===== src/rtl/trng_reader_pkg.sv =====
// trng_reader_pkg: shared word width and FSM state encoding for the TRNG reader
package trng_reader_pkg;
  localparam int WORD_W = 32;
  typedef enum logic [2:0] {
    S_IDLE,
    S_CALIB,
    S_FILL,
    S_REQ,
    S_WAIT,
    S_ERROR
  } state_t;
endpackage


===== src/rtl/trng_word_fifo.sv =====
// trng_word_fifo: show-ahead word FIFO; head word is combinational, empty reads 0
module trng_word_fifo
  import trng_reader_pkg::*;
#(
  parameter int DEPTH = 4
) (
  input  logic                         iClk,
  input  logic                         iRst,
  input  logic                         iPush,
  input  logic [WORD_W-1:0]            iData,
  input  logic                         iPop,
  output logic                         oValid,
  output logic [WORD_W-1:0]            oData,
  output logic [$clog2(DEPTH+1)-1:0]   oCount
);
  localparam int AW = $clog2(DEPTH);
  localparam int CW = $clog2(DEPTH+1);
  logic [WORD_W-1:0] mem [DEPTH];
  logic [AW-1:0] rd_ptr, wr_ptr;
  logic [CW-1:0] count;
  logic do_pop, do_push;
  assign do_pop  = iPop && count != '0;
  assign do_push = iPush && (count != CW'(DEPTH) || do_pop);
  assign oValid  = count != '0;
  assign oData   = oValid ? mem[rd_ptr] : '0;
  assign oCount  = count;
  // pointers wrap naturally because DEPTH is a power of two
  always_ff @(posedge iClk) begin
    if (iRst) begin
      rd_ptr <= '0;
      wr_ptr <= '0;
      count  <= '0;
    end else begin
      if (do_push) wr_ptr <= wr_ptr + AW'(1);
      if (do_pop) rd_ptr <= rd_ptr + AW'(1);
      count <= count + CW'(do_push) - CW'(do_pop);
    end
  end
  // storage needs no reset; occupancy alone decides what is visible
  always_ff @(posedge iClk) begin
    if (do_push) mem[wr_ptr] <= iData;
  end
endmodule


===== src/rtl/trng_reader.sv =====
// trng_reader: sequences sampler calibrate/read handshakes into a word FIFO; optional TRNG_READER_HEALTH_EN repetition test
module trng_reader
  import trng_reader_pkg::*;
#(
  parameter int FIFO_DEPTH = 4,
  parameter int TIMEOUT_W  = 16
) (
  input  logic                              iClk,
  input  logic                              iRst,
  input  logic                              iEn,
  input  logic                              iStart,
  input  logic                              iSel_base,
  input  logic [TIMEOUT_W-1:0]              iTimeout,
  output logic                              oCalib,
  output logic                              oRead,
  output logic                              oSel_base,
  input  logic                              iTrng_ready,
  input  logic [WORD_W-1:0]                 iTrng_random,
  output logic                              oValid,
  output logic [WORD_W-1:0]                 oData,
  input  logic                              iPop,
  output logic [$clog2(FIFO_DEPTH+1)-1:0]   oCount,
  output logic                              oBusy,
  output logic                              oError,
  output logic                              oHealth_fail
);
  localparam int CW = $clog2(FIFO_DEPTH+1);
  state_t state, state_nxt;
  logic [TIMEOUT_W-1:0] tmo_cnt, tmo_inc;
  logic clr, timed, tmo_hit, capture, dup, push;
  assign clr     = iRst || !iEn;
  assign timed   = state inside {S_CALIB, S_REQ, S_WAIT};
  assign tmo_inc = &tmo_cnt ? tmo_cnt : tmo_cnt + TIMEOUT_W'(1);
  assign tmo_hit = iTimeout != '0 && tmo_inc >= iTimeout;
  assign capture = state == S_WAIT && iTrng_ready;
  assign push    = capture && !dup;
`ifdef TRNG_READER_HEALTH_EN
  logic [WORD_W-1:0] prev_word;
  logic health_fail;
  assign dup          = prev_word == iTrng_random;
  assign oHealth_fail = health_fail;
  // remember the last captured word and flag any exact repeat
  always_ff @(posedge iClk) begin
    if (clr) begin
      prev_word   <= '0;
      health_fail <= 1'b0;
    end else if (capture) begin
      prev_word <= iTrng_random;
      if (dup) health_fail <= 1'b1;
    end
  end
`else
  assign dup          = 1'b0;
  assign oHealth_fail = 1'b0;
`endif
  // handshake sequencing; progress wins over a timeout in the same cycle
  always_comb begin
    state_nxt = state;
    case (state)
      S_IDLE:  state_nxt = iStart ? S_CALIB : S_IDLE;
      S_CALIB: state_nxt = iTrng_ready ? S_FILL : tmo_hit ? S_ERROR : S_CALIB;
      S_FILL:  state_nxt = oCount < CW'(FIFO_DEPTH) ? S_REQ : S_FILL;
      S_REQ:   state_nxt = !iTrng_ready ? S_WAIT : tmo_hit ? S_ERROR : S_REQ;
      S_WAIT:  state_nxt = iTrng_ready ? S_FILL : tmo_hit ? S_ERROR : S_WAIT;
      S_ERROR: state_nxt = iStart ? S_CALIB : S_ERROR;
      default: state_nxt = S_IDLE;
    endcase
  end
  // state, phase timer and registered handshake/status outputs
  always_ff @(posedge iClk) begin
    if (clr) begin
      state     <= S_IDLE;
      tmo_cnt   <= '0;
      oCalib    <= 1'b0;
      oRead     <= 1'b0;
      oBusy     <= 1'b0;
      oError    <= 1'b0;
      oSel_base <= 1'b0;
    end else begin
      state   <= state_nxt;
      tmo_cnt <= state_nxt != state ? '0 : timed ? tmo_inc : tmo_cnt;
      oCalib  <= state_nxt == S_CALIB;
      oRead   <= state_nxt == S_REQ;
      oBusy   <= !(state_nxt inside {S_IDLE, S_ERROR});
      oError  <= state_nxt == S_ERROR;
      if (state == S_IDLE && iStart) oSel_base <= iSel_base;
    end
  end
  trng_word_fifo #(.DEPTH(FIFO_DEPTH)) u_fifo (
    .iClk   (iClk),
    .iRst   (clr),
    .iPush  (push),
    .iData  (iTrng_random),
    .iPop   (iPop),
    .oValid (oValid),
    .oData  (oData),
    .oCount (oCount)
  );
endmodule


===== config.mk =====
export PLATFORM = sky130hd
export DESIGN_NAME = trng_reader
export DESIGN_NICKNAME = d
export VERILOG_FILES = /design/src/rtl/trng_reader_pkg.sv /design/src/rtl/trng_word_fifo.sv /design/src/rtl/trng_reader.sv
export SDC_FILE = /design/constraint.sdc
export NUM_CORES = 1
export LEC_CHECK = 0
export ABC_AREA = 1
export BUFFER_PORTS_ARGS = -buffer_cell sky130_fd_sc_hd__clkbuf_2
export CAP_MARGIN = 20
export CORE_MARGIN = 5
export CORE_UTILIZATION = 35
export CTS_CLUSTER_SIZE = 24
export DETAILED_ROUTE_END_ITERATION = 12
export GPL_TIMING_DRIVEN = 1
export MAX_ROUTING_LAYER = met4
export SETUP_SLACK_MARGIN = 0.15
export SLEW_MARGIN = 20
export SYNTH_ARGS = -nofsm -noshare
export SYNTH_HDL_FRONTEND = slang
export SYNTH_SLANG_ARGS = --single-unit

===== constraint.sdc =====
create_clock -name iClk -period 8.4 [get_ports iClk]
set_input_delay 0.42 -clock iClk [delete_from_list [all_inputs] [get_ports iClk]]
set_output_delay 0.42 -clock iClk [all_outputs]
set_load 0.005 [all_outputs]

* Word level (Yosys, flattened, before mapping) *
Memory sizes are Yosys's and may differ from the RTL's. A register that Yosys moved wholly into a read port is not among the register bits.
Cells that the tools add are included.

word-level totals
  output and inout bits = 42
  memory bits (writable) = 128
  memories kept = 1
  logic and storage cells = 61
  input port bits = 55
  register bits = 31

memories
  name        words  bits a word  read ports  clocked after memory_dff  wr ports  RTL line              source
  u_fifo.mem  4      32           1           1                         1         trng_word_fifo.sv:18  logic [WORD_W-1:0] mem [DEPTH];

cells by class
  add/sub/neg operators = 5
  $lt $le $gt $ge = 2
  reductions and logical operators = 17
  mux-type cells = 16
  eq/ne operators = 10

operator list
  operator                                                         count
  32-bit 2-to-1 mux                                                1
  3-bit 2-to-1 mux                                                 6
  3-bit one-hot mux with 6 select lines                            1
  16-bit by 1-bit adder with 16-bit output, second input constant  1
  16-bit >= comparator                                             1
  16-bit 2-to-1 mux                                                1
  16-bit AND reduction                                             1
  16-bit nonzero test                                              1
  3-bit by 2-bit == test with 1-bit output, second input constant  3
  3-bit == test, second input constant                             3
  3-bit by 1-bit == test with 1-bit output, second input constant  2
  3-bit logical NOT                                                2
  3-bit nonzero test                                               2
  1-bit logical AND                                                5
  1-bit 2-to-1 mux                                                 5
  2-bit by 1-bit adder with 2-bit output, second input constant    2
  2-bit 2-to-1 mux                                                 2
  3-bit by 1-bit adder with 3-bit output                           1
  3-bit < comparator, second input constant                        1
  3-bit != test                                                    1
  3-bit != test, second input constant                             1
  3-bit by 1-bit subtractor with 3-bit output                      1
  1-bit logical NOT                                                2
  1-bit logical OR                                                 2
  2 further kinds                                                  2

* Longest topological paths before layout *
Gate-level depths: netlist (run 1).

  word-level depth = 10
  gate-level depth with buffers = 26
  depth with buffers taken out = 25

* By module *
Synthesis (run 1) repeated with hierarchy kept, for this count alone.

unflattened totals
  cells, all modules = 750
  area, all modules = 7,442.1 sq um

modules (own cells, without submodules)
  module          instances  seq. area each (sq um)  cells each  area an instance (sq um)
  trng_word_fifo  1          4,023.9                 448         5,451.5
  trng_reader     1          480.5                   302         1,990.7

* Least setup slack after synthesis (run 1) *
No wires, ideal clock.

  path type = flip-flop to flip-flop
  start point = register tmo_cnt[0]
  end point = register tmo_cnt[1]
  data required time = 8.278 ns
  setup slack = 5.612 ns
  cell stages (with the launch flop) = 26
  setup time = 0.122 ns
  data arrival time = 2.666 ns
  buffers on the path = 1
  period minus slack after synthesis = 2.788 ns
  path through = dfxtp_1 -> ha_1 -> nand2_1 -> nor2_2 -> nand3_4 -> nor2_8 -> inv_4 -> o21ai_0 -> inv_1 -> ha_1 -> nand2_1 -> nand2_1 -> nand2_1 -> nand2_1 -> nand2_1 -> nand2_1 -> nand2_1 -> nand2_2 -> nand2_1 -> nand2_1 -> nand2_1 -> nand2_1 -> nand2_1 -> nand2_2 -> buf_6 -> nor3_2

on the way
  longest elaborated chain between the ends = 9
  elaborated cells on any way between the ends = 14
  those cells by class = add/sub: 1; order compare: 1; eq/ne: 1; mux: 8; reduce/logical: 3

RTL lines
  element                                                                                  RTL line                                                 source
  start: declaration                                                                       trng_reader.sv:29                                        logic [TIMEOUT_W-1:0] tmo_cnt, tmo_inc;
  start signal: assignment                                                                 trng_reader.sv:81                                        tmo_cnt <= state_nxt != state ? '0 : timed ? tmo_inc : tmo_cnt;
  16-bit by 1-bit adder with 16-bit output / 16-bit AND reduction (equally long branches)  trng_reader.sv:33                                        assign tmo_inc = &tmo_cnt ? tmo_cnt : tmo_cnt + TIMEOUT_W'(1);
  16-bit 2-to-1 mux *                                                                      trng_reader.sv:33
  via tmo_inc[1]                                                                           trng_reader.sv:29
  16-bit >= comparator                                                                     trng_reader.sv:34                                        assign tmo_hit = iTimeout != '0 && tmo_inc >= iTimeout;
  1-bit logical AND                                                                        trng_reader.sv:34
  1-bit 2-to-1 mux, or another cell as far along                                           trng_reader.sv:64                                        S_WAIT: state_nxt = iTrng_ready ? S_FILL : tmo_hit ? S_ERROR : S_WAIT;
  3-bit 2-to-1 mux, on equally long branches                                               trng_reader.sv:64, trng_reader.sv:61, trng_reader.sv:63
  3-bit one-hot mux with 6 select lines                                                    trng_reader.sv:59                                        case (state)
  3-bit != test                                                                            trng_reader.sv:81
  2-bit OR reduction (no source line)                                                      --

The timed path passes the listed nets; every way through them passes the cells marked *.
A chain may end at the register's enable or synchronous reset.

* Final worst setup path (run 1) *
  start point = register tmo_cnt[0]
  end point = register tmo_cnt[14]

on the way
  longest elaborated chain between the ends = 9
  elaborated cells on any way between the ends = 14
  those cells by class = add/sub: 1; order compare: 1; eq/ne: 1; mux: 8; reduce/logical: 3

RTL lines
  element                                                                                  RTL line
  16-bit by 1-bit adder with 16-bit output / 16-bit AND reduction (equally long branches)  trng_reader.sv:33
  16-bit 2-to-1 mux *                                                                      trng_reader.sv:33
  via tmo_inc[10]                                                                          trng_reader.sv:29
  16-bit >= comparator *                                                                   trng_reader.sv:34
  1-bit logical AND *                                                                      trng_reader.sv:34
  1-bit 2-to-1 mux, or another cell as far along                                           trng_reader.sv:64
  3-bit 2-to-1 mux, on equally long branches                                               trng_reader.sv:64, trng_reader.sv:61, trng_reader.sv:63
  3-bit one-hot mux with 6 select lines *                                                  trng_reader.sv:59
  3-bit != test *                                                                          trng_reader.sv:81
  2-bit OR reduction (no source line) *                                                    --

Marked as above.

==> results of run 1 <==
cells in the final DEF (no fill, tap or decap), types with 5 or more instances in the layout:
cell type,Yosys,final
sky130_fd_sc_hd__dfxtp_1,33,32
sky130_fd_sc_hd__nor2_4,1,5
sky130_fd_sc_hd__inv_2,8,8
sky130_fd_sc_hd__clkbuf_16,0,17
sky130_fd_sc_hd__nand2_1,69,69
sky130_fd_sc_hd__nor2_1,158,154
sky130_fd_sc_hd__a21oi_1,51,51
sky130_fd_sc_hd__clkbuf_2,0,95
sky130_fd_sc_hd__nand2_2,6,6
sky130_fd_sc_hd__o21ai_0,94,94
sky130_fd_sc_hd__nand3_1,15,15
sky130_fd_sc_hd__inv_6,0,6
sky130_fd_sc_hd__nor3_1,18,17
sky130_fd_sc_hd__edfxtp_1,128,128
sky130_fd_sc_hd__inv_1,68,68
sky130_fd_sc_hd__nor3_2,11,12
sky130_fd_sc_hd__ha_1,23,23
sky130_fd_sc_hd__buf_4,1,8
per-layer routing:
layer / wire length, um / up-vias
met2: 8190 / 108
met3: 682 / 18
met1: 7050 / 2465
met5: 0 / -
li1: - / 2707
met4: 227 / 0
registers in the layout, indices dropped and copies added, names as in the netlist, named ones only:
name	count
tmo_cnt	16
oCalib	1
u_fifo.wr_ptr	2
oBusy	1
u_fifo.oCount	3
oError	1
u_fifo.mem	128
oSel_base	1
u_fifo.rd_ptr	2
state	3
oRead	1
critical path, cell delays in order, from the launching register on:
cell and delay (ns):
sky130_fd_sc_hd__dfxtp_1 0.39, sky130_fd_sc_hd__ha_1 0.19, sky130_fd_sc_hd__nand2_1 0.11, sky130_fd_sc_hd__nor2_2 0.21, sky130_fd_sc_hd__nand3_4 0.14, sky130_fd_sc_hd__nor2_8 0.17
sky130_fd_sc_hd__nor2_1 0.07, sky130_fd_sc_hd__xor2_1 0.23, sky130_fd_sc_hd__inv_1 0.08, sky130_fd_sc_hd__ha_1 0.30, sky130_fd_sc_hd__nand4_1 0.09, sky130_fd_sc_hd__nor3_1 0.17
sky130_fd_sc_hd__nand2_1 0.09, sky130_fd_sc_hd__nand2_2 0.10, sky130_fd_sc_hd__nand2_1 0.09, sky130_fd_sc_hd__nand2_1 0.07, sky130_fd_sc_hd__nand2_1 0.06, sky130_fd_sc_hd__nand2_1 0.13
sky130_fd_sc_hd__nand2_1 0.08, sky130_fd_sc_hd__nand2_2 0.33, sky130_fd_sc_hd__nor3_1 0.08
layout make-up:
cell class / count / area [sq um]
clock buffer: 17 / 425
sequential: 161 / 4510
fill: 1997 / 12100
inverter: 78 / 295
clock inverter: 15 / 196
timing repair buffer: 105 / 576
multi-input combinational: 475 / 2490
tap: 275 / 344
cells by family after synthesis:
group,Yosys count,share of synthesized area [%]
other,1,0.0508
adder cells (fa/ha/maj),24,4.17
AND/OR/NAND/NOR,291,17.5
flip-flops,161,61.1
multiplexers,1,0.136
buffers and inverters,106,5.70
XOR/XNOR,6,0.814
AO/OA/AOI/OAI,152,10.5
stage by stage:
stage | hold slack, ns | util (%)
2_1_floorplan | 0.436 | -
3_3_place_gp | 0.455 | 39.1
3_5_place_dp | 0.460 | 39.1
4_1_cts | 0.195 | 42.1
5_1_grt | 0.190 | 42.3
6_report | 0.218 | 42.3
power by group:
part           switching [mW]  internal (mW)
registers             0.00161          0.861
clock network           0.323          0.478
logic                  0.0359         0.0203
total                   0.361           1.36
worst paths after layout:
check	start	to	depth (start not counted)
setup / recovery	tmo_cnt[0]	tmo_cnt[14]	20
hold / removal	iTrng_random[1]	u_fifo.mem[1][1]	1
setup reg to reg	tmo_cnt[0]	tmo_cnt[14]	20
hold reg to reg	u_fifo.rd_ptr[1]	u_fifo.rd_ptr[1]	2
==> impl_metrics.env, run 1 <==
export IMPL_synth_cells=742
export IMPL_cts_setup_buffers=0
export IMPL_grt_ovfl_total=0
export IMPL_initial_core_util_pct=35.3
export IMPL_dp_hpwl_um=10300
export IMPL_detail_route_antenna_nets=0
export IMPL_run_status="finished, final reports clean"
export IMPL_setup_total_negative_slack_ns=0
export IMPL_gr_usage_all_layers_pct=13.9
export IMPL_final_design_area_no_fill_sq_mm=0.00883
export IMPL_yosys_area_top_type="sky130_fd_sc_hd__edfxtp_1"
export IMPL_power_per_cell_area_mw_per_mm2=195
export IMPL_worstSetupPathType="flop to flop"
export IMPL_synth_cells_most_frequent="sky130_fd_sc_hd__nor2_1, sky130_fd_sc_hd__edfxtp_1, sky130_fd_sc_hd__o21ai_0"
export IMPL_row_count=53
export IMPL_grt_pass1_wl_um=25300
export IMPL_clock_sinks=161
export IMPL_period_share_pct=39.3
export IMPL_portBuffers=95
export IMPL_final_setup_worst_slack_ns=5.10
export IMPL_synthesis_yosys_warnings=0
export IMPL_grt_use_met3_pct=3.06
export IMPL_drt_initial_drc_count=332
export IMPL_area_delta_synth_final_pct=19.8
export IMPL_post_synth_top_count_cell="sky130_fd_sc_hd__nor2_1"
export IMPL_min_delay_path_class="input pin to flop"
export IMPL_holdBufCountCts=0
export IMPL_synthTopCellsByArea="sky130_fd_sc_hd__edfxtp_1, sky130_fd_sc_hd__dfxtp_1, sky130_fd_sc_hd__nor2_1"
export IMPL_clock_tree_htree_level_count=4
export IMPL_use_met2_pct=23.6
export IMPL_antenna_violations_before_repair=0
export IMPL_grt_start_max_net_pins=66
export IMPL_routed_wire_length_per_instance_um=14.3
export IMPL_relSlewSlack_pct=51.6
export IMPL_ff2ff_setup_slack_ns=5.10
export IMPL_worstMarginPinSlew_ns=0.726
export IMPL_worstPathRequired_ns=8.69
export IMPL_p_leak_nw=3.55
export IMPL_number_of_synthesized_flops_with_an_enable_pin=128
export IMPL_slew_violations=0
export IMPL_grt_busiest_layer="met2"
export IMPL_synthesis_area_sq_mm=0.00738
export IMPL_vdd_drop_max_uv=131
export IMPL_yosysUniqueCellTypes=42
export IMPL_clkLatencyLatePin_ns=0.42
export IMPL_worstSetupStartpointType="flop"
export IMPL_place_ws_ns=5.14
export IMPL_pin_count=97
export IMPL_critPathCaptureType="flop"
export IMPL_layout_cells_non_filler=1126
export IMPL_postSynthRegisterBits=161
export IMPL_synth_net_count=821
export IMPL_netlist_area_leader_share_pct=52.1
export IMPL_finish_stage_setup_viols=0
export IMPL_critical_path_arrival_ns=3.59
export IMPL_finalWorstPathRequiredPeriod_ns=3.30
export IMPL_drt_total_wl_um=16100
export IMPL_route_detailed_drc=0
export IMPL_max_freq_mhz=303
export IMPL_dpl_cell_area_sq_mm=0.00816
export IMPL_clock_root_buffer="sky130_fd_sc_hd__clkbuf_16"
export IMPL_die_area_sq_mm=0.0241
export IMPL_grt_setup_unrepaired="false"
export IMPL_die_height_um=155
export IMPL_core_sq_mm=0.0209
export IMPL_final_layout_size_suffix_gt1_share_pct=20.9
export IMPL_grt_pass1_vias=5050
export IMPL_drt_pass1_iterations=5
export IMPL_drv_cap=0
export IMPL_post_place_cells=1091
export IMPL_cts_buffers=17
export IMPL_tritoncts="done"
export IMPL_post_drt_via_cell_ratio=4.71
export IMPL_hold_viol=0
export IMPL_share_of_synthesized_flip_flops_with_an_asynchronous_set_or_reset_pct=0
export IMPL_use_met1_pct=16.5
export IMPL_cts_resized=0
export IMPL_fp_dieW_um=155
export IMPL_cts_clk_slew_worst_paths_ns=0.07
export IMPL_design_power_total_mw=1.72
export IMPL_clk_buf_depth=2
export IMPL_nNetsFinal=917
export IMPL_seq_area_frac_synth_pct=61.1
export IMPL_syn_mean_instance_area_sq_um=9.94
export IMPL_crit_path_max_fanout=16
export IMPL_final_setup_skew_ns=0.00895
export IMPL_antennaDiodeCount=0
export IMPL_replace_congestion=0.876
export IMPL_synthFlopType="sky130_fd_sc_hd__edfxtp_1"
export IMPL_via_count=5298
Power figures use the tool's default switching activity.
==> run 2, diff against run 1 <==
Settings changed: ABC_AREA 1 to 0.
Clock period 8.4 ns to 3 ns, I/O delays scaled along.
==> impl_metrics.env, run 2 <==
export IMPL_clock_root_buffer="sky130_fd_sc_hd__clkbuf_16"
export IMPL_die_area_sq_mm=0.0235
export IMPL_drt_total_wl_um=15500
export IMPL_largest_register="u_fifo.mem"
export IMPL_via_count=4517
export IMPL_final_design_area_no_fill_sq_mm=0.00944
export IMPL_cts_buffers=17
export IMPL_critical_path_arrival_ns=3.87
export IMPL_final_setup_worst_slack_ns=-0.515
export IMPL_hold_viol=0
export IMPL_worstPathRequired_ns=3.35
export IMPL_final_layout_size_suffix_gt1_share_pct=38.2
export IMPL_worstSetupPathType="flop to flop"
export IMPL_fp_dieW_um=153
export IMPL_clock_sinks=161
export IMPL_synthTopCellsByArea="sky130_fd_sc_hd__edfxtp_1, sky130_fd_sc_hd__mux4_2, sky130_fd_sc_hd__dfxtp_1"
export IMPL_clkLatencyLatePin_ns=0.42
export IMPL_layout_cells_non_filler=956
export IMPL_grt_ovfl_total=0
export IMPL_drt_initial_drc_count=231
export IMPL_clock_tree_htree_level_count=4
export IMPL_final_setup_skew_ns=0.0161
export IMPL_crit_path_max_fanout=5
export IMPL_p_leak_nw=3.54
export IMPL_cts_clk_slew_worst_paths_ns=0.07
export IMPL_vdd_drop_max_uv=369
export IMPL_portBuffers=95
export IMPL_area_delta_synth_final_pct=31.5
export IMPL_yosysUniqueCellTypes=52
export IMPL_gr_usage_all_layers_pct=13.9
export IMPL_violations="negative setup slack"
export IMPL_tritoncts="done"
export IMPL_layout_cells_most_common="sky130_fd_sc_hd__edfxtp_1"
export IMPL_critPathCaptureType="flop"
export IMPL_syn_mean_instance_area_sq_um=14.7
export IMPL_synth_cells_most_frequent="sky130_fd_sc_hd__edfxtp_1, sky130_fd_sc_hd__and2_1, sky130_fd_sc_hd__nor2_1"
export IMPL_slew_violations=0
export IMPL_core_sq_mm=0.0202
export IMPL_synthesis_yosys_warnings=0
export IMPL_drv_cap=0
export IMPL_finish_stage_setup_viols=23
export IMPL_row_count=52
export IMPL_drt_pass1_iterations=6
export IMPL_power_per_cell_area_mw_per_mm2=497
export IMPL_antenna_violations_before_repair=0
export IMPL_synth_net_count=569
export IMPL_grt_pass1_vias=4849
export IMPL_post_place_cells=886
export IMPL_post_drt_via_cell_ratio=4.72
export IMPL_synth_cells=490
export IMPL_share_of_synthesized_flip_flops_with_an_asynchronous_set_or_reset_pct=0
export IMPL_route_detailed_drc=0
export IMPL_min_delay_path_class="input pin to flop"
export IMPL_run_status="finished with violations"
export IMPL_antennaDiodeCount=0
export IMPL_worstSetupStartpointType="flop"
export IMPL_dp_hpwl_um=10300
export IMPL_routed_wire_length_per_instance_um=16.2
export IMPL_grt_setup_unrepaired="true"
export IMPL_yosys_area_top_type="sky130_fd_sc_hd__edfxtp_1"
export IMPL_place_ws_ns=-0.596
export IMPL_max_freq_mhz=285
export IMPL_worstMarginPinSlew_ns=0.902
export IMPL_number_of_synthesized_flops_with_an_enable_pin=128
export IMPL_grt_pass1_wl_um=25200
export IMPL_seq_area_frac_synth_pct=62.7
export IMPL_design_power_total_mw=4.69
export IMPL_nNetsFinal=752
export IMPL_period_share_pct=117
export IMPL_initial_core_util_pct=35.5
export IMPL_fillers=1772
export IMPL_finalWorstPathRequiredPeriod_ns=3.51
export IMPL_relSlewSlack_pct=39.8
export IMPL_grt_start_max_net_pins=34
export IMPL_layout_cells_most_common_list="sky130_fd_sc_hd__edfxtp_1, sky130_fd_sc_hd__clkbuf_2, sky130_fd_sc_hd__buf_4"
export IMPL_detail_route_antenna_nets=0
export IMPL_largest_reg_flops=128
export IMPL_pin_count=97
export IMPL_post_synth_top_count_cell="sky130_fd_sc_hd__edfxtp_1"
export IMPL_synthFlopType="sky130_fd_sc_hd__edfxtp_1"
export IMPL_replace_congestion=0.847
export IMPL_clk_buf_depth=2
export IMPL_dpl_cell_area_sq_mm=0.00839
export IMPL_biggestRegsByFlops="u_fifo.mem: 128 flops, tmo_cnt: 16 flops"
export IMPL_die_height_um=153
export IMPL_postSynthRegisterBits=161
export IMPL_synthesis_area_sq_mm=0.00718
export IMPL_netlist_area_leader_share_pct=53.5
export IMPL_finish_utilization_pct=46.7
-- run 2: changes by cell type after synthesis, moves of 10 or more --
cell / before / now
sky130_fd_sc_hd__nor2_1: 158 / 36
sky130_fd_sc_hd__o21ai_0: 94 / 3
sky130_fd_sc_hd__nand2_1: 69 / 25
sky130_fd_sc_hd__inv_1: 68 / 25
sky130_fd_sc_hd__and2_1: 0 / 42
sky130_fd_sc_hd__a21oi_1: 51 / 14
sky130_fd_sc_hd__mux4_2: 0 / 32
sky130_fd_sc_hd__nor3_1: 18 / 4
sky130_fd_sc_hd__xnor2_1: 1 / 15
sky130_fd_sc_hd__nor3_2: 11 / 0
sky130_fd_sc_hd__clkbuf_1: 19 / 9
-- run 2: final cells by class --
cell class	count	area, sq um	area share, %
Clock buffer	17	425	4.51
Clock inverter	15	164	1.74
Inverter	25	93.8	0.994
Multi-Input combinational cell	285	2660	28.2
Sequential cell	161	4510	47.8
Tap cell	270	338	3.58
Timing Repair Buffer	183	1250	13.2
-- run 2: final timing paths --
path	startpoint	to	slack, ns	depth (start not counted)
min reg2reg	oSel_base	oSel_base	0.51	2
max reg2reg	tmo_cnt[1]	oBusy	-0.51	14
min	iPop	u_fifo.rd_ptr[0]	0.21	4
max	tmo_cnt[1]	oBusy	-0.51	14
-- run 2: timing repair --
| action | CTS | global route |
|---|---|---|
| endpoints found under the setup margin | 23 | 23 |
| cloned | 1 | 0 |
| setup buffers | 3 | 0 |
| pin swaps | 7 | 14 |
| hold endpoints to repair | 129 | 0 |
| gates resized for setup | 13 | 12 |
| hold buffers | 33 | 0 |
-- run 2: cells by family (layout without fill, tap and decap cells) --
group	Yosys count	after routing	share of synthesized area (%)
AOI/OAI and AO/OA	36	36	3.97
xor gates and xnor gates	27	27	3.29
adders and majority gates	24	24	4.29
buffers and inverters	45	240	2.65
DFF	161	161	62.7
muxes	43	43	11.6
other	1	1	0.0522
and+or+nand+nor	153	154	11.4
-- run 2: power breakdown --
group / leakage, nW / switching (mW) / internal, mW
sequential: 1.42 / 0.00329 / 2.40
combinational: 1.84 / 0.0882 / 0.0867
clock: 0.283 / 0.992 / 1.12
total: 3.54 / 1.08 / 3.61
-- run 2: stage by stage --
stage | TNS, ns | hold WS (ns)
floorplan | -5.06 | 0.249
global placement | -11.43 | 0.364
detailed placement | -11.71 | 0.373
CTS | -9.50 | 0.179
global route | -12.38 | 0.225
finish | -8.56 | 0.206
-- run 2: layer usage --
| layer | track usage, % | vias up | wire (um) |
|---|---|---|---|
| met4 | 3.82 | 0 | 191 |
| li1 | - | 2186 | - |
| met1 | 17.2 | 2209 | 6910 |
| met5 | - | - | 0 |
| met3 | 3.45 | 20 | 611 |
| met2 | 23.0 | 102 | 7740 |
-- run 2: critical path, stage by stage, from the launching register on --
cell and delay, ns:
sky130_fd_sc_hd__dfxtp_2 0.36, sky130_fd_sc_hd__ha_4 0.13, sky130_fd_sc_hd__and3_4 0.18, sky130_fd_sc_hd__and4_4 0.25
sky130_fd_sc_hd__nand3_4 0.12, sky130_fd_sc_hd__mux2_4 0.35, sky130_fd_sc_hd__ha_4 0.22, sky130_fd_sc_hd__nor2b_4 0.12
sky130_fd_sc_hd__o211a_1 0.23, sky130_fd_sc_hd__o311ai_4 0.37, sky130_fd_sc_hd__a31oi_4 0.18, sky130_fd_sc_hd__buf_6 0.16
sky130_fd_sc_hd__a311oi_4 0.31, sky130_fd_sc_hd__mux2_4 0.34, sky130_fd_sc_hd__a21oi_2 0.10
==> run 3, diff against run 2 <==
Settings changed: CORE_UTILIZATION 35 to 40.
Clock period 3 ns to 4.53 ns, I/O delays scaled along.
==> impl_metrics.env, run 3 (synthesis gave the netlist of run 2 again) <==
export IMPL_design_power_total_mw=3.13
export IMPL_period_share_pct=88.7
export IMPL_final_design_area_no_fill_sq_mm=0.00854
export IMPL_worstSetupStartpointType="flop"
export IMPL_cts_clk_slew_worst_paths_ns=0.06
export IMPL_area_delta_synth_final_pct=19.0
export IMPL_grt_ovfl_total=0
export IMPL_hold_viol=0
export IMPL_post_drt_via_cell_ratio=5.03
export IMPL_route_detailed_drc=0
export IMPL_pin_count=97
export IMPL_place_ws_ns=0.375
export IMPL_portBuffers=95
export IMPL_slew_violations=0
export IMPL_cp_slowest_stage_delay_ns=0.41
export IMPL_drt_pass1_iterations=6
export IMPL_cts_buffers=17
export IMPL_power_per_cell_area_mw_per_mm2=367
export IMPL_routed_wire_length_per_instance_um=16.9
export IMPL_largest_register="u_fifo.mem"
export IMPL_die_area_sq_mm=0.0207
export IMPL_worstMarginPinSlew_ns=0.911
export IMPL_relSlewSlack_pct=39.3
export IMPL_finalWorstPathRequiredPeriod_ns=4.02
export IMPL_layout_cells_most_common="sky130_fd_sc_hd__edfxtp_1"
export IMPL_clock_tree_htree_level_count=4
export IMPL_worstPathBufferInverterCount=2
export IMPL_nNetsFinal=671
export IMPL_clk_buf_depth=2
export IMPL_core_sq_mm=0.0178
export IMPL_row_count=49
export IMPL_max_freq_mhz=249
export IMPL_dpl_cell_area_sq_mm=0.00788
export IMPL_antenna_violations_before_repair=2
export IMPL_fp_dieW_um=144
export IMPL_final_layout_size_suffix_gt1_share_pct=30.6
export IMPL_replace_congestion=0.862
export IMPL_initial_core_util_pct=40.2
export IMPL_drt_initial_drc_count=289
export IMPL_worstPathRequired_ns=4.88
export IMPL_grt_pass1_wl_um=23000
export IMPL_critPathCaptureType="flop"
export IMPL_clock_sinks=161
export IMPL_finish_stage_setup_viols=0
export IMPL_grt_pass1_vias=4547
export IMPL_crit_top_cell="sky130_fd_sc_hd__ha_1"
export IMPL_final_setup_skew_ns=0.00703
export IMPL_gr_usage_all_layers_pct=15.1
export IMPL_ff2ff_setup_slack_ns=0.51
export IMPL_crit_path_max_fanout=9
export IMPL_vdd_drop_max_uv=327
export IMPL_run_status="finished, final reports clean"
export IMPL_cpMaxStageDelayCell="sky130_fd_sc_hd__dfxtp_1"
export IMPL_clkLatencyLatePin_ns=0.42
export IMPL_setup_total_negative_slack_ns=0
export IMPL_fillers=1567
export IMPL_grt_setup_unrepaired="false"
export IMPL_die_height_um=144
export IMPL_tritoncts="done"
export IMPL_biggestRegsByFlops="u_fifo.mem: 128 flops, tmo_cnt: 16 flops"
export IMPL_min_delay_path_class="input pin to flop"
export IMPL_final_setup_worst_slack_ns=0.511
export IMPL_largest_reg_flops=128
export IMPL_grt_start_max_net_pins=35
export IMPL_drv_cap=0
export IMPL_largest_delay_share_family_worst_path="compound AO/OA/AOI/OAI gates"
export IMPL_layout_cells_most_common_list="sky130_fd_sc_hd__edfxtp_1, sky130_fd_sc_hd__clkbuf_2, sky130_fd_sc_hd__and2_1"
export IMPL_drt_total_wl_um=14200
export IMPL_worst_path_cell_trace="ha_1, and3_1, and4_1, nand3_2, buf_4, mux2_2, ha_1, nor2b_1, o211a_1, o311ai_4, a31oi_2, o31ai_2, o221ai_4, buf_12, nor2_1"
export IMPL_clock_root_buffer="sky130_fd_sc_hd__clkbuf_16"
export IMPL_p_leak_nw=3.14
export IMPL_worstSetupPathType="flop to flop"
export IMPL_dp_hpwl_um=9380
export IMPL_via_count=4202
export IMPL_detail_route_antenna_nets=0
export IMPL_holdBufCountCts=0
export IMPL_critical_path_arrival_ns=4.37
==> run 3: worst paths after layout <==
path,startpoint,to,depth (start not counted)
min,iTrng_random[16],u_fifo.mem[0][16],1
max,tmo_cnt[0],tmo_cnt[6],15
max reg2reg,tmo_cnt[0],tmo_cnt[6],15
min reg2reg,oSel_base,oSel_base,2
==> run 3: layout make-up <==
type / instances / area (sq um) / share of cell area (%)
Sequential cell: 161 / 4510 / 52.8
Timing Repair Buffer: 103 / 548 / 6.41
Clock inverter: 13 / 168 / 1.96
Clock buffer: 19 / 433 / 5.07
Tap cell: 229 / 287 / 3.35
Multi-Input combinational cell: 284 / 2500 / 29.3
Antenna cell: 2 / 5.00 / 0.0586
Inverter: 25 / 93.8 / 1.10
==> run 3: worst reg2reg max path, delay by kind of cell, from the launching register on <==
kind,cells,cell delay (ns)
and+or+nand+nor,5,1.03
AOI/OAI and AO/OA,5,1.31
adders and majority gates,2,0.51
muxes,1,0.30
buffers and inverters,2,0.40
DFF,1,0.41
==> run 3: stage by stage <==
stage	std cells	hold slack (ns)	utilization, %
CTS	830	0.000843	47.6
global placement	798	0.441	44.2
floorplan	490	0.325	-
detailed placement	798	0.447	44.2
global route	836	0.000619	47.9
finish	836	0.0195	47.9
==> run 3: metal layers <==
layer  global-route usage [%]  part of all wire (%)  vias up
met3                     4.53                   6.5       23
li1                         -                     -     2021
met2                     25.0                    50       96
met1                     17.8                    42     2062
met4                     4.81                   1.3        0
met5                        -                     0        -
==> run 3: timing repair <==
action,CTS,global route
setup endpoints to repair,0,16
endpoints found under the hold margin,0,0
gates resized for setup,0,2
buffers inserted,0,4
==> run 3: power breakdown <==
part | switching (mW) | internal [mW]
Sequential | 0.00215 | 1.59
Clock | 0.540 | 0.912
Combinational | 0.0483 | 0.0365
Total | 0.591 | 2.54
